--- src/rtl/i2c_slave_shift_if.sv ---
// i2c_slave_shift_if: pad and fabric signals of the I2C target bit engine
interface i2c_slave_shift_if;
  logic       scl_i;
  logic       sda_i;
  logic       sda_oe;
  logic [7:0] Tx_DATA;
  logic       Tx_Req;
  logic [7:0] Rx_DATA;
  logic       Rx_Valid;
  logic       Start_Det;
  logic       Stop_Det;
  logic       Addr_Match;
  logic       Rw_o;
  logic       Busy;
  logic       Nack_Rcvd;
  modport slave (
    input  scl_i, sda_i, Tx_DATA,
    output sda_oe, Tx_Req, Rx_DATA, Rx_Valid, Start_Det, Stop_Det,
           Addr_Match, Rw_o, Busy, Nack_Rcvd
  );
  modport master (
    output scl_i, sda_i, Tx_DATA,
    input  sda_oe, Tx_Req, Rx_DATA, Rx_Valid, Start_Det, Stop_Det,
           Addr_Match, Rw_o, Busy, Nack_Rcvd
  );
endinterface

--- src/rtl/i2c_slave_shift.sv ---
// i2c_slave_shift: oversampled I2C target with address match, write deserializer and read serializer
module i2c_slave_shift #(
  parameter logic [6:0] SLAVE_ADDR = 7'h50,
  parameter int         FILTER_LEN = 3
) (
  input logic              Clk,
  input logic              Rst_n,
  i2c_slave_shift_if.slave bus
);
  typedef enum logic [2:0] {IDLE, ADDR, ADDR_ACK, WRITE, WR_ACK, READ, RD_ACK, IGNORE} state_t;
  localparam logic [3:0] LAST = 4'(FILTER_LEN - 1);
  state_t     state;
  logic [1:0] scl_s, sda_s;
  logic [3:0] scl_n, sda_n;
  logic       scl_f, sda_f, scl_p, sda_p;
  logic [2:0] bit_cnt;
  logic [6:0] shreg;
  logic       scl_rise, scl_fall, start, stop;
  assign scl_rise = scl_f & ~scl_p;
  assign scl_fall = ~scl_f & scl_p;
  assign start    = scl_f & scl_p & ~sda_f & sda_p;
  assign stop     = scl_f & scl_p & sda_f & ~sda_p;
  // lines reset to the idle-high level so no false edge follows reset
  always_ff @(posedge Clk or negedge Rst_n)
    if (!Rst_n) begin
      scl_s <= 2'b11;
      sda_s <= 2'b11;
      scl_n <= '0;
      sda_n <= '0;
      scl_f <= 1'b1;
      sda_f <= 1'b1;
      scl_p <= 1'b1;
      sda_p <= 1'b1;
    end else begin
      scl_s <= {scl_s[0], bus.scl_i};
      sda_s <= {sda_s[0], bus.sda_i};
      scl_n <= (scl_s[1] == scl_f || scl_n == LAST) ? '0 : scl_n + 4'd1;
      sda_n <= (sda_s[1] == sda_f || sda_n == LAST) ? '0 : sda_n + 4'd1;
      scl_f <= (scl_s[1] != scl_f && scl_n == LAST) ? scl_s[1] : scl_f;
      sda_f <= (sda_s[1] != sda_f && sda_n == LAST) ? sda_s[1] : sda_f;
      scl_p <= scl_f;
      sda_p <= sda_f;
    end
  always_ff @(posedge Clk or negedge Rst_n)
    if (!Rst_n) begin
      state          <= IDLE;
      bit_cnt        <= '0;
      shreg          <= '0;
      bus.sda_oe     <= 1'b0;
      bus.Rx_DATA    <= 8'h00;
      bus.Rw_o       <= 1'b0;
      bus.Busy       <= 1'b0;
      bus.Tx_Req     <= 1'b0;
      bus.Rx_Valid   <= 1'b0;
      bus.Start_Det  <= 1'b0;
      bus.Stop_Det   <= 1'b0;
      bus.Addr_Match <= 1'b0;
      bus.Nack_Rcvd  <= 1'b0;
    end else begin
      bus.Tx_Req     <= 1'b0;
      bus.Rx_Valid   <= 1'b0;
      bus.Addr_Match <= 1'b0;
      bus.Nack_Rcvd  <= 1'b0;
      bus.Start_Det  <= start;
      bus.Stop_Det   <= stop;
      if (start || stop) begin
        state      <= start ? ADDR : IDLE;
        bus.sda_oe <= 1'b0;
        bus.Busy   <= 1'b0;
        bit_cnt    <= '0;
      end else
        case (state)
          ADDR:
            if (scl_rise) begin
              shreg   <= {shreg[5:0], sda_f};
              bit_cnt <= bit_cnt + 3'd1;
              if (bit_cnt == 3'd7 && shreg == SLAVE_ADDR) begin
                bus.Addr_Match <= 1'b1;
                bus.Rw_o       <= sda_f;
                bus.Busy       <= 1'b1;
              end else if (bit_cnt == 3'd7)
                state <= IGNORE;
            end else if (scl_fall && bus.Busy) begin
              bus.sda_oe <= 1'b1;
              state      <= ADDR_ACK;
            end
          ADDR_ACK:
            if (scl_fall) begin
              bus.Tx_Req <= bus.Rw_o;
              shreg      <= bus.Rw_o ? bus.Tx_DATA[6:0] : shreg;
              bus.sda_oe <= bus.Rw_o & ~bus.Tx_DATA[7];
              state      <= bus.Rw_o ? READ : WRITE;
            end
          WRITE:
            if (scl_rise) begin
              shreg        <= {shreg[5:0], sda_f};
              bit_cnt      <= bit_cnt + 3'd1;
              bus.Rx_DATA  <= bit_cnt == 3'd7 ? {shreg, sda_f} : bus.Rx_DATA;
              bus.Rx_Valid <= bit_cnt == 3'd7;
            end else if (scl_fall && bit_cnt == 3'd0) begin
              bus.sda_oe <= 1'b1;
              state      <= WR_ACK;
            end
          WR_ACK:
            if (scl_fall) begin
              bus.sda_oe <= 1'b0;
              state      <= WRITE;
            end
          READ:
            if (scl_fall) begin
              bit_cnt    <= bit_cnt + 3'd1;
              shreg      <= {shreg[5:0], 1'b0};
              bus.sda_oe <= bit_cnt != 3'd7 && !shreg[6];
              state      <= bit_cnt == 3'd7 ? RD_ACK : READ;
            end
          RD_ACK:
            if (scl_rise) begin
              shreg         <= {6'd0, sda_f};
              bus.Nack_Rcvd <= sda_f;
            end else if (scl_fall) begin
              bus.Tx_Req <= !shreg[0];
              bus.sda_oe <= !shreg[0] && !bus.Tx_DATA[7];
              shreg      <= shreg[0] ? shreg : bus.Tx_DATA[6:0];
              state      <= shreg[0] ? IGNORE : READ;
            end
          default: ;
        endcase
    end
endmodule

--- src/flat_wrapper.sv ---
// flat-port wrapper written by rule: the top's interface ports become plain ports
module i2c_slave_shift_flat 
#(
  parameter logic [6:0] SLAVE_ADDR = 7'h50,
  parameter int         FILTER_LEN = 3
)
  (Clk, Rst_n, bus_scl_i, bus_sda_i, bus_Tx_DATA, bus_sda_oe, bus_Tx_Req, bus_Rx_DATA, bus_Rx_Valid, bus_Start_Det, bus_Stop_Det, bus_Addr_Match, bus_Rw_o, bus_Busy, bus_Nack_Rcvd);
  i2c_slave_shift_if bus_i ();
  input logic Clk;
  input logic Rst_n;
  input wire logic [$bits(bus_i.scl_i)-1:0] bus_scl_i;
  input wire logic [$bits(bus_i.sda_i)-1:0] bus_sda_i;
  input wire logic [$bits(bus_i.Tx_DATA)-1:0] bus_Tx_DATA;
  output wire logic [$bits(bus_i.sda_oe)-1:0] bus_sda_oe;
  output wire logic [$bits(bus_i.Tx_Req)-1:0] bus_Tx_Req;
  output wire logic [$bits(bus_i.Rx_DATA)-1:0] bus_Rx_DATA;
  output wire logic [$bits(bus_i.Rx_Valid)-1:0] bus_Rx_Valid;
  output wire logic [$bits(bus_i.Start_Det)-1:0] bus_Start_Det;
  output wire logic [$bits(bus_i.Stop_Det)-1:0] bus_Stop_Det;
  output wire logic [$bits(bus_i.Addr_Match)-1:0] bus_Addr_Match;
  output wire logic [$bits(bus_i.Rw_o)-1:0] bus_Rw_o;
  output wire logic [$bits(bus_i.Busy)-1:0] bus_Busy;
  output wire logic [$bits(bus_i.Nack_Rcvd)-1:0] bus_Nack_Rcvd;
  assign bus_i.scl_i = bus_scl_i;
  assign bus_i.sda_i = bus_sda_i;
  assign bus_i.Tx_DATA = bus_Tx_DATA;
  assign bus_sda_oe = bus_i.sda_oe;
  assign bus_Tx_Req = bus_i.Tx_Req;
  assign bus_Rx_DATA = bus_i.Rx_DATA;
  assign bus_Rx_Valid = bus_i.Rx_Valid;
  assign bus_Start_Det = bus_i.Start_Det;
  assign bus_Stop_Det = bus_i.Stop_Det;
  assign bus_Addr_Match = bus_i.Addr_Match;
  assign bus_Rw_o = bus_i.Rw_o;
  assign bus_Busy = bus_i.Busy;
  assign bus_Nack_Rcvd = bus_i.Nack_Rcvd;
  i2c_slave_shift #(.SLAVE_ADDR(SLAVE_ADDR), .FILTER_LEN(FILTER_LEN)) u_core (.Clk(Clk), .Rst_n(Rst_n), .bus(bus_i));
endmodule
--- config.mk ---
export PLATFORM = sky130hd
export DESIGN_NAME = i2c_slave_shift_flat
export DESIGN_NICKNAME = d
export VERILOG_FILES = /design/src/rtl/i2c_slave_shift_if.sv /design/src/rtl/i2c_slave_shift.sv /design/src/flat_wrapper.sv
export SDC_FILE = /design/constraint.sdc
export NUM_CORES = 1
export LEC_CHECK = 0
export BUFFER_PORTS_ARGS = -buffer_cell sky130_fd_sc_hd__buf_2
export CORE_MARGIN = 1.5
export CORE_UTILIZATION = 45
export CTS_CLUSTER_DIAMETER = 60
export DETAILED_ROUTE_END_ITERATION = 16
export HOLD_SLACK_MARGIN = 0.06
export SYNTH_ARGS = -nofsm -noshare
export SYNTH_HDL_FRONTEND = slang
export SYNTH_SLANG_ARGS = --single-unit
--- constraint.sdc ---
create_clock -name Clk -period 2.35 [get_ports Clk]
set_clock_uncertainty 0.05 [all_clocks]
set_input_delay 0.47 -clock Clk [delete_from_list [all_inputs] [get_ports Clk]]
set_output_delay 0.47 -clock Clk [all_outputs]
set_load 0.02 [all_outputs]
==> key figures, run 1 <==
Timing
  • Slew headroom: 62.00%
  • Final setup viols: 0
  • Period minus WS final: 2067 ps
  • Setup TNS: 0 ps
  • Max Slew Vio Count: 0
  • Fin crit share: between 80% and 90%
  • Fmax: 483.9 MHz
  • Unrepaired setup endpoints after global routing: false
  • Worst-Margin Slew: 570.0 ps
  • Final hold vios: 0

Worst setup path
  • CP required: approximately 2500 ps
  • CP peak stage delay: ~420 ps
  • Endpoint type of the worst setup path: flop
  • Critical Path Start Type: flop
  • Reg2Reg Setup Slack: 280 ps
  • Critical R2R Capture: u_core.state[1]
  • Crit-path cells: ha_1 > ha_1 > nand3b_1 > nor2_1 > a221oi_2 > a211oi_2 > mux2_4
  • FF-to-FF Start: u_core.bit_cnt[0]
  • Worst-path fanout max: 4
  • Worst Reg-to-Reg Cells: 7
  • WP data arrival: 2210 ps
  • Crit path top cell by count: ha_1
  • Critical path's slowest cell: dfrtp_1
  • CP Class: reg2reg

CTS
  • CTS root buf: clkbuf_8
  • CTS tree: built
  • Worst skew pair latency: around 300 ps
  • Clock Tree Buf Depth: 2
  • CTS Sinks: 46
  • Num CTS Buffers: 5
  • Setup Buffers After CTS: 0
  • Reg clk slew, reported paths: 90 ps
  • Post-CTS Hold Buffers: 0
  • Cells resized by post-CTS repair: 0
  • CTS HTree Levels: 2

Synth
  • Count leader, synth: dfrtp_1
  • Synth warn: 0
  • Seq cells post-synth: 46
  • Ys async rst share: 100.0%
  • Syn_area_per_cell: 10.73 µm²
  • Synthesized cell area: ~0.0024 mm²
  • Cells after Synth: 223
  • Synth top area cells: dfrtp_1, dfstp_2, mux2_2
  • Top_reg_cell synth: dfrtp_1
  • Post-synth top area cell: dfrtp_1
  • List of most frequent post-synthesis cells: dfrtp_1, a21oi_1, nor2_1, nand2_1, mux2_2
  • Post-synthesis net count: 242
  • Sequential area share after synthesis: 48.54%
  • Synth top area share: 39.75%
  • Yosys cell types: 50
  • Post-synth EDFFs: 0

Floorplanning
  • Initial Utilization: a little under half
  • Ports: 29
  • Die W: 75.91 µm
  • Die area: 0.005762 mm²
  • Core area: 0.005107 mm²
  • Chip height: 75.91 µm
  • Row count: 26

Run status
  • Run status: completed

Pwr
  • Static Leak: around 1.3 nW
  • Maximum vdd drop: 0.6589 mV
  • Pwr dens: 1367 mW/mm²
  • Total design power: 3.651 mW

Routing
  • Iteration-0 DRC Markers: 168
  • Routed Antenna Nets: 0
  • Via count: 1753
  • Drc violations: 0
  • Post-Route WL: 4.921 mm
  • DRT Pass-1 Iters: 5
  • Via/cell ratio: 5.394
  • WL/cell: 15.14 µm

Layout
  • Fillers: 450
  • Number of nets in the layout: 273
  • Synth-to-Final Area Change: 11.66%
  • N_diodes: 0
  • Layout cells sized above 1: 29.02%
  • Design area: 0.002671 mm²

Job
  • Max Cap Viol: 0

GRT
  • GRT Residual Overflow: 0
  • Initial antenna violation count: 0
  • Largest net degree at the start of global routing: 47
  • Total GRT Usage: 17.68%
  • First-pass GRT wire length: 8.190 mm
  • Number of global-route vias before repair: roughly 1700

Worst hold path
  • Hold Crit Class: in2async

Placement
  • Post-DP Area: ~0.0026 mm²
  • RePlAce Congestion: 0.9735
  • Port bufs: 28
  • HPWL Detailed: 3.417 mm
[how the worst max path moves through the flow]
stage / end / start / depth (start not counted) / slack [ps]
finish: u_core.state[1] / u_core.bit_cnt[0] / 7 / 280
global route: u_core.state[1] / u_core.bit_cnt[0] / 7 / 160
CTS: u_core.state[1] / u_core.bit_cnt[0] / 7 / 290
detailed placement: u_core.state[1] / u_core.bit_cnt[0] / 7 / 300
global placement: u_core.state[1] / u_core.state[2] / 5 / 340
floorplan: u_core.state[1] / u_core.bit_cnt[0] / 7 / 440
[where the power goes]
group	leakage, nW	internal (mW)	switching, mW
registers	0.574	1.06	0.332
logic	0.648	0.809	0.968
clock network	0.0452	0.210	0.269
[area by class of cell]
cell class	instances	area [µm²]	area share, %
inverter	9	33.78	1.265
clock inverter	2	13.76	0.5152
timing repair buffer	37	207.7	7.775
sequential	46	1161	43.47
clock buffer	6	72.57	2.717
multi-input combinational	155	1095	40.98
tap	70	87.58	3.279
[registers in the layout, indices dropped and copies added (netlist names)]
name	cells
u_core.bus.Addr_Match	1
u_core.bus.sda_oe	1
u_core.bit_cnt	3
u_core.bus.Nack_Rcvd	1
u_core.sda_n	4
u_core.bus.Start_Det	1
u_core.sda_s	2
u_core.bus.Busy	1
u_core.bus.Rx_Valid	1
u_core.scl_p	1
u_core.bus.Rx_DATA	8
u_core.sda_f	1
u_core.scl_f	1
u_core.sda_p	1
u_core.bus.Rw_o	1
u_core.bus.Tx_Req	1
u_core.bus.Stop_Det	1
u_core.state	3
u_core.shreg	7
u_core.scl_n	4
u_core.scl_s	2
[kinds of logic after synthesis]
family	count (synthesis)	share of synthesized area (%)
AND/OR/NAND/NOR	63	14.33
AO/OA/AOI/OAI	61	17.00
flip-flops	46	48.54
buffers and inverters	22	5.701
multiplexers	17	7.897
XOR/XNOR	7	2.877
adder cells (fa/ha/maj)	7	3.661
[worst max-delay path: cells and delay by family, from the launching register on]
family | cells | cell delay (ps)
fa+ha+maj | 2 | 430
compound gates | 2 | 480
flops | 1 | 420
simple gates | 2 | 280
mux | 1 | 310
[placed cells by master (no fill, tap or decap), types with 4 or more instances in the layout]
| cell | count |
|---|---|
| o21ai_0 | 8 |
| inv_1 | 7 |
| dfstp_2 | 8 |
| a31oi_1 | 8 |
| a21oi_1 | 18 |
| buf_4 | 9 |
| buf_2 | 28 |
| xor2_1 | 4 |
| o21ai_1 | 4 |
| mux2i_1 | 5 |
| nand2b_1 | 4 |
| mux2_2 | 11 |
| clkbuf_8 | 5 |
| nor2_1 | 17 |
| nor3_1 | 5 |
| nand2_1 | 16 |
| nand3_1 | 4 |
| dfrtp_1 | 38 |
| a22oi_1 | 8 |
| ha_1 | 7 |
[per-stage QoR]
step	hold slack [ps]	utilization [%]	worst slack, ps	cells
after CTS	201.0	52.30	285.1	325
after global routing	193.7	52.30	156.7	325
after detailed placement	297.3	50.61	300.8	317
final	171.6	52.30	283.4	325
after global placement	296.1	50.61	341.5	317
after floorplan	124.4	-	444.2	223
[layer usage]
| layer | global-route usage (%) | up-vias | part of all wire, % |
|---|---|---|---|
| li1 | - | 862 | - |
| met1 | 23.68 | 839 | 46 |
| met2 | 28.92 | 45 | 48 |
| met3 | 3.855 | 7 | 5.4 |
| met4 | 5.185 | 0 | 1.1 |
| met5 | 0 | - | 0 |
Note: power is estimated with default switching activity, not from simulation.
==> inputs of run 2 (changes only) <==
- clock period: 2.35 -> 2.1 ns (I/O delays scaled with it)
==> run 2 against run 1 <==
  * Sequential power rose by 9%
  * Cell count up 1.8%
  * Via count is 2.2% higher
  * Global-route usage up 1.2 points
  * Register-to-register slack got worse by 200 ps
  * Worst hold slack worse by 10 ps
  * First-iteration DRC count increased by 6.0%
  * Clock-buffer cell count down 1
  * Largest power group unchanged
  * Highest routed layer unchanged
==> key figures, run 2 (synthesis results as in run 1) <==
Floorplanning
  • Ports: 29
  • Chip height: 75.91 µm
  • Core area: 0.005107 mm²
  • Row count: 26
  • Die area: approximately 0.0058 mm²
  • Initial Utilization: a little under half
  • Die W: 75.91 µm

Layout
  • Layout cells sized above 1: 31.03%
  • Final core utilization: 54.16%
  • Design area: around 0.0028 mm²
  • Number of nets in the layout: 279
  • Most common cell after layout, fill and taps aside: dfrtp_1
  • Synth-to-Final Area Change: 15.64%
  • Most flops, register: u_core.bus.Rx_DATA
  • N_diodes: 0
  • Most frequent cells in the layout: dfrtp_1, buf_2, a21oi_1
  • Number of flip-flops under the largest register name: 8
  • Finished Layout Cells: 331
  • Largest registers: u_core.bus.Rx_DATA (8), u_core.shreg (7)

Worst setup path
  • Critical Path Start Type: flop
  • Worst-path fanout max: 4
  • CP peak stage delay: roughly 420 ps
  • Critical path's slowest cell: dfrtp_1
  • Endpoint type of the worst setup path: flop
  • CP Class: reg2reg
  • Crit path buffers/inverters: 0
  • CP required: 2250 ps
  • Crit-path cells: ha_1 > ha_1 > nand3b_1 > nor2_1 > a221oi_2 > a211oi_2 > mux2_4
  • Family with the most delay on the worst path: compound AO/OA/AOI/OAI gates
  • WP data arrival: 2170 ps
  • Crit path top cell by count: ha_1

Routing
  • DRT Pass-1 Iters: 5
  • Routed Antenna Nets: 0
  • Via/cell ratio: 5.414
  • WL/cell: 15.28 µm
  • Via count: 1792
  • Post-Route WL: 5.059 mm
  • Drc violations: 0
  • Iteration-0 DRC Markers: 178

GRT
  • Number of global-route vias before repair: 1730
  • Total GRT Usage: 18.85%
  • First-pass GRT wire length: 8.493 mm
  • Initial antenna violation count: 0
  • GRT Residual Overflow: 0
  • Largest net degree at the start of global routing: 24

Timing
  • Fin crit share: 96.07%
  • Setup TNS: 0 ps
  • Unrepaired setup endpoints after global routing: false
  • Worst hold slack: 161.3 ps
  • Slew headroom: 63.62%
  • Max Slew Vio Count: 0
  • Final setup viols: 0
  • Period minus WS final: 2018 ps
  • Fmax: about 500 MHz
  • Worst-Margin Slew: 545.7 ps
  • Final worst slack: 82.45 ps
  • Final hold vios: 0

Worst hold path
  • Hold Crit Class: in2reg

CTS
  • Num CTS Buffers: 5
  • CTS tree: built
  • Clock Tree Buf Depth: 2
  • Setup Buffers After CTS: 0
  • Reg clk slew, reported paths: approximately 90 ps
  • CTS HTree Levels: 2
  • Worst skew pair latency: 310 ps
  • CTS root buf: clkbuf_8
  • CTS Sinks: 46

Pwr
  • Static Leak: 1.316 nW
  • Maximum vdd drop: between 0.6 and 0.7 mV
  • Total design power: between 4 and 5 mW
  • Pwr dens: 1566 mW/mm²

Placement
  • Post-DP Area: 0.002635 mm²
  • Setup WS pre-CTS: 116.8 ps
  • HPWL Detailed: 3.570 mm
  • Cell total after placement: 322
  • RePlAce Congestion: 0.8953
  • Port bufs: 28

Run status
  • Run status: completed

Job
  • Max Cap Viol: 0
## run 2: routing by layer
metal	up-vias	global-route usage, %	share of wire, %
met2	50	28.65	46
met5	-	0	0
met1	869	26.44	48
li1	869	-	-
met4	0	6.111	1.2
met3	4	4.819	5.1
## run 2: area by class of cell
cell class,count,area (µm²)
clock buffer,5,68.82
clock inverter,3,43.79
fill,488,2341
inverter,9,33.78
multi-input combinational,155,1100
sequential,46,1165
tap,70,87.58
timing repair buffer,43,267.8
## run 2: worst register-to-register path, delay by kind of cell, from the launching register on
kind,cells,cell delay [ps]
multiplexers,1,310
adder cells (fa/ha/maj),2,420
AO/OA/AOI/OAI,2,440
flip-flops,1,420
AND/OR/NAND/NOR,2,270
## run 2: where the power goes
part           switching (mW)  internal [mW]
clock                   0.317          0.357
sequential              0.328           1.20
combinational            1.16          0.977
total                    1.80           2.53
## run 2: worst paths after layout
check | cells after the start | to | startpoint | slack [ps]
min in group asynchronous | 2 | u_core.bus.sda_oe | Rst_n | 590
setup reg to reg | 7 | u_core.state[1] | u_core.bit_cnt[0] | 80
max in group asynchronous | 3 | u_core.sda_s[0] | Rst_n | 740
hold / removal | 1 | u_core.scl_s[0] | bus_scl_i | 160
hold reg to reg | 0 | u_core.sda_s[1] | u_core.sda_s[0] | 310
setup / recovery | 7 | u_core.state[1] | u_core.bit_cnt[0] | 80
## run 2: timing repair
item,CTS,global route
hold endpoints to repair,10,0
resized for setup,0,2
endpoints found under the setup margin,0,1
hold buffers,1,0
==> inputs of run 3 (changes only) <==
- ABC_AREA: not set -> 1
- HOLD_SLACK_MARGIN: 0.06 -> 0.1
- TNS_END_PERCENT: not set -> 1
==> run 3 against run 2 <==
  * Combinational power shrank 8%
  * Area after synthesis rose by 2.8%
  * Fmax grew 5.4%
  * Cell count up 25%
  * Sequential cell count stayed put
  * Worst hold slack got worse by 26 ps
  * Register-to-register slack better by 100 ps
  * Sequential power is 9% lower
  * Highest routed layer unchanged
==> key figures, run 3 <==
GRT
  • Initial antenna violation count: 0
  • Number of global-route vias before repair: between 1500 and 2000
  • First-pass GRT wire length: 9.108 mm
  • GRT Residual Overflow: 0
  • Total GRT Usage: 19.38%
  • Largest net degree at the start of global routing: 47

Synth
  • Ys async rst share: 100.0%
  • Count leader, synth: nand2_1
  • Cells after Synth: just over 300
  • Synth top area cells: dfrtp_1, nand2_1, dfstp_2
  • Seq cells post-synth: between 40 and 50
  • Synthesized cell area: 0.002460 mm²
  • Post-synthesis net count: 328
  • Synth top area share: 38.66%
  • Syn_area_per_cell: 7.961 µm²
  • List of most frequent post-synthesis cells: nand2_1, nor2_1, dfrtp_1, inv_1, nand3_1
  • Post-synth top area cell: dfrtp_1
  • Post-synth EDFFs: 0
  • Synth warn: 0
  • Yosys cell types: 30
  • Sequential area share after synthesis: 47.20%
  • Top_reg_cell synth: dfrtp_1

Timing
  • Final hold vios: 0
  • Unrepaired setup endpoints after global routing: false
  • Slew headroom: 61.95%
  • Fmax: 522.5 MHz
  • Fin crit share: 91.13%
  • Final worst slack: 186.3 ps
  • Period minus WS final: around 1900 ps
  • Worst-Margin Slew: 570.8 ps
  • Setup TNS: 0 ps
  • Max Slew Vio Count: 0
  • Final setup viols: 0

Pwr
  • Static Leak: 1.493 nW
  • Pint: roughly 2.2 mW
  • Maximum vdd drop: 0.7917 mV
  • Switch share: 46.38%
  • Psw: 1.867 mW
  • Flop pwr share: roughly 35%
  • Clock Power Share: approximately 16%
  • Pwr dens: 1438 mW/mm²
  • Logic gate share of total power: 49.0%

Placement
  • RePlAce Congestion: 0.9229
  • Setup WS pre-CTS: 193.2 ps
  • HPWL Detailed: 3.926 mm
  • Port bufs: 28

CTS
  • Num CTS Buffers: 5
  • CTS tree: built
  • Cells resized by post-CTS repair: 0
  • CTS root buf: clkbuf_8
  • Setup Buffers After CTS: 0
  • CTS HTree Levels: 2
  • Post-CTS Hold Buffers: 0
  • Clock Tree Buf Depth: 2
  • CTS Sinks: 46
  • Worst skew pair latency: 300 ps
  • Reg clk slew, reported paths: 90 ps

Routing
  • WL/cell: 12.39 µm
  • Post-Route WL: 5.141 mm
  • Routed Antenna Nets: 0
  • Drc violations: 0
  • Iteration-0 DRC Markers: approximately 130
  • Via count: 2049
  • Via/cell ratio: 4.937
  • DRT Pass-1 Iters: 4

Floorplanning
  • Row count: 26
  • Chip height: 76.94 µm
  • Die W: a little under 80 µm
  • Ports: 29
  • Die area: about 0.006 mm²
  • Initial Utilization: 47.56%
  • Core area: 0.005172 mm²

Worst setup path
  • CP Class: reg2reg
  • Endpoint type of the worst setup path: flop
  • CP required: roughly 2300 ps
  • Worst-path fanout max: 4
  • WP data arrival: between 2000 and 2500 ps
  • Critical Path Start Type: flop

Layout
  • Most frequent cells in the layout: nand2_1, nor2_1, dfrtp_1
  • N_diodes: 0
  • Synth-to-Final Area Change: 13.84%
  • Number of flip-flops under the largest register name: 8
  • Most flops, register: u_core.bus.Rx_DATA
  • Number of nets in the layout: about 360
  • Layout cells sized above 1: 23.48%
  • Largest registers: u_core.bus.Rx_DATA (8), u_core.shreg (7)
  • Most common cell after layout, fill and taps aside: nand2_1

Run status
  • Run status: completed

Worst hold path
  • Hold Crit Class: in2async

Job
  • Max Cap Viol: 0
-- run 3: area by class of cell --
type	instances	area [µm²]
fill	511	2372
timing repair buffer	30	155.1
multi-input combinational	225	1146
tap	70	87.58
clock buffer	5	68.82
inverter	36	137.6
sequential	46	1161
clock inverter	3	43.79
-- run 3: logic make-up after synthesis --
family	count (synthesis)	synth area share (%)
DFF	46	47.20
xor gates and xnor gates	4	1.424
AOI/OAI and AO/OA	38	9.614
and+or+nand+nor	176	31.99
buffers and inverters	38	6.205
adders and majority gates	7	3.560
-- run 3: worst paths after layout --
path / from / to / slack (ps) / cells past startpoint
max: u_core.bit_cnt[0] / u_core.state[1] / 190 / 12
min in group Clk: bus_scl_i / u_core.scl_s[0] / 150 / 1
min: Rst_n / u_core.scl_n[0] / 140 / 2
min reg2reg: u_core.sda_s[0] / u_core.sda_s[1] / 310 / 0
max in group asynchronous: Rst_n / u_core.sda_s[1] / 1470 / 2
max reg2reg: u_core.bit_cnt[0] / u_core.state[1] / 190 / 12
-- run 3: metrics by stage --
step	hold WS [ps]	power [mW]	cell area, µm²	utilization, %	std cells
6_report	135.0	4.026	2800	54.14	415
3_5_place_dp	297.3	3.380	2688	51.96	407
2_1_floorplan	74.41	2.910	2460	-	309
3_3_place_gp	296.0	3.377	2688	51.96	407
5_1_grt	146.6	4.438	2800	54.14	415
4_1_cts	148.4	4.057	2800	54.14	415
-- run 3: layer usage --
metal / GRT usage, % / share of wire [%]
met2: 29.91 / 45
met3: 3.571 / 6.4
met1: 26.60 / 47
met4: 8.333 / 1.9
met5: 0 / 0
-- run 3: critical path, stage by stage, from the launching register on --
cell and delay [ps]:
dfrtp_1 390, ha_1 200, ha_1 240, inv_1 160
nor2_1 50, nand2_1 80, nor2_1 50, nand2_1 110
nand2_1 80, nor2_1 160, nand3_2 110, nand2_1 70
nand2_1 50
-- run 3: power groups by stage --
stage | registers [mW] | logic, mW | clock network [mW]
CTS | 1.39 | 1.98 | 0.685
global placement | 1.40 | 1.97 | 0
finish | 1.39 | 1.97 | 0.660
global route | 1.43 | 2.29 | 0.718
floorplan | 1.36 | 1.55 | 0
detailed placement | 1.40 | 1.98 | 0
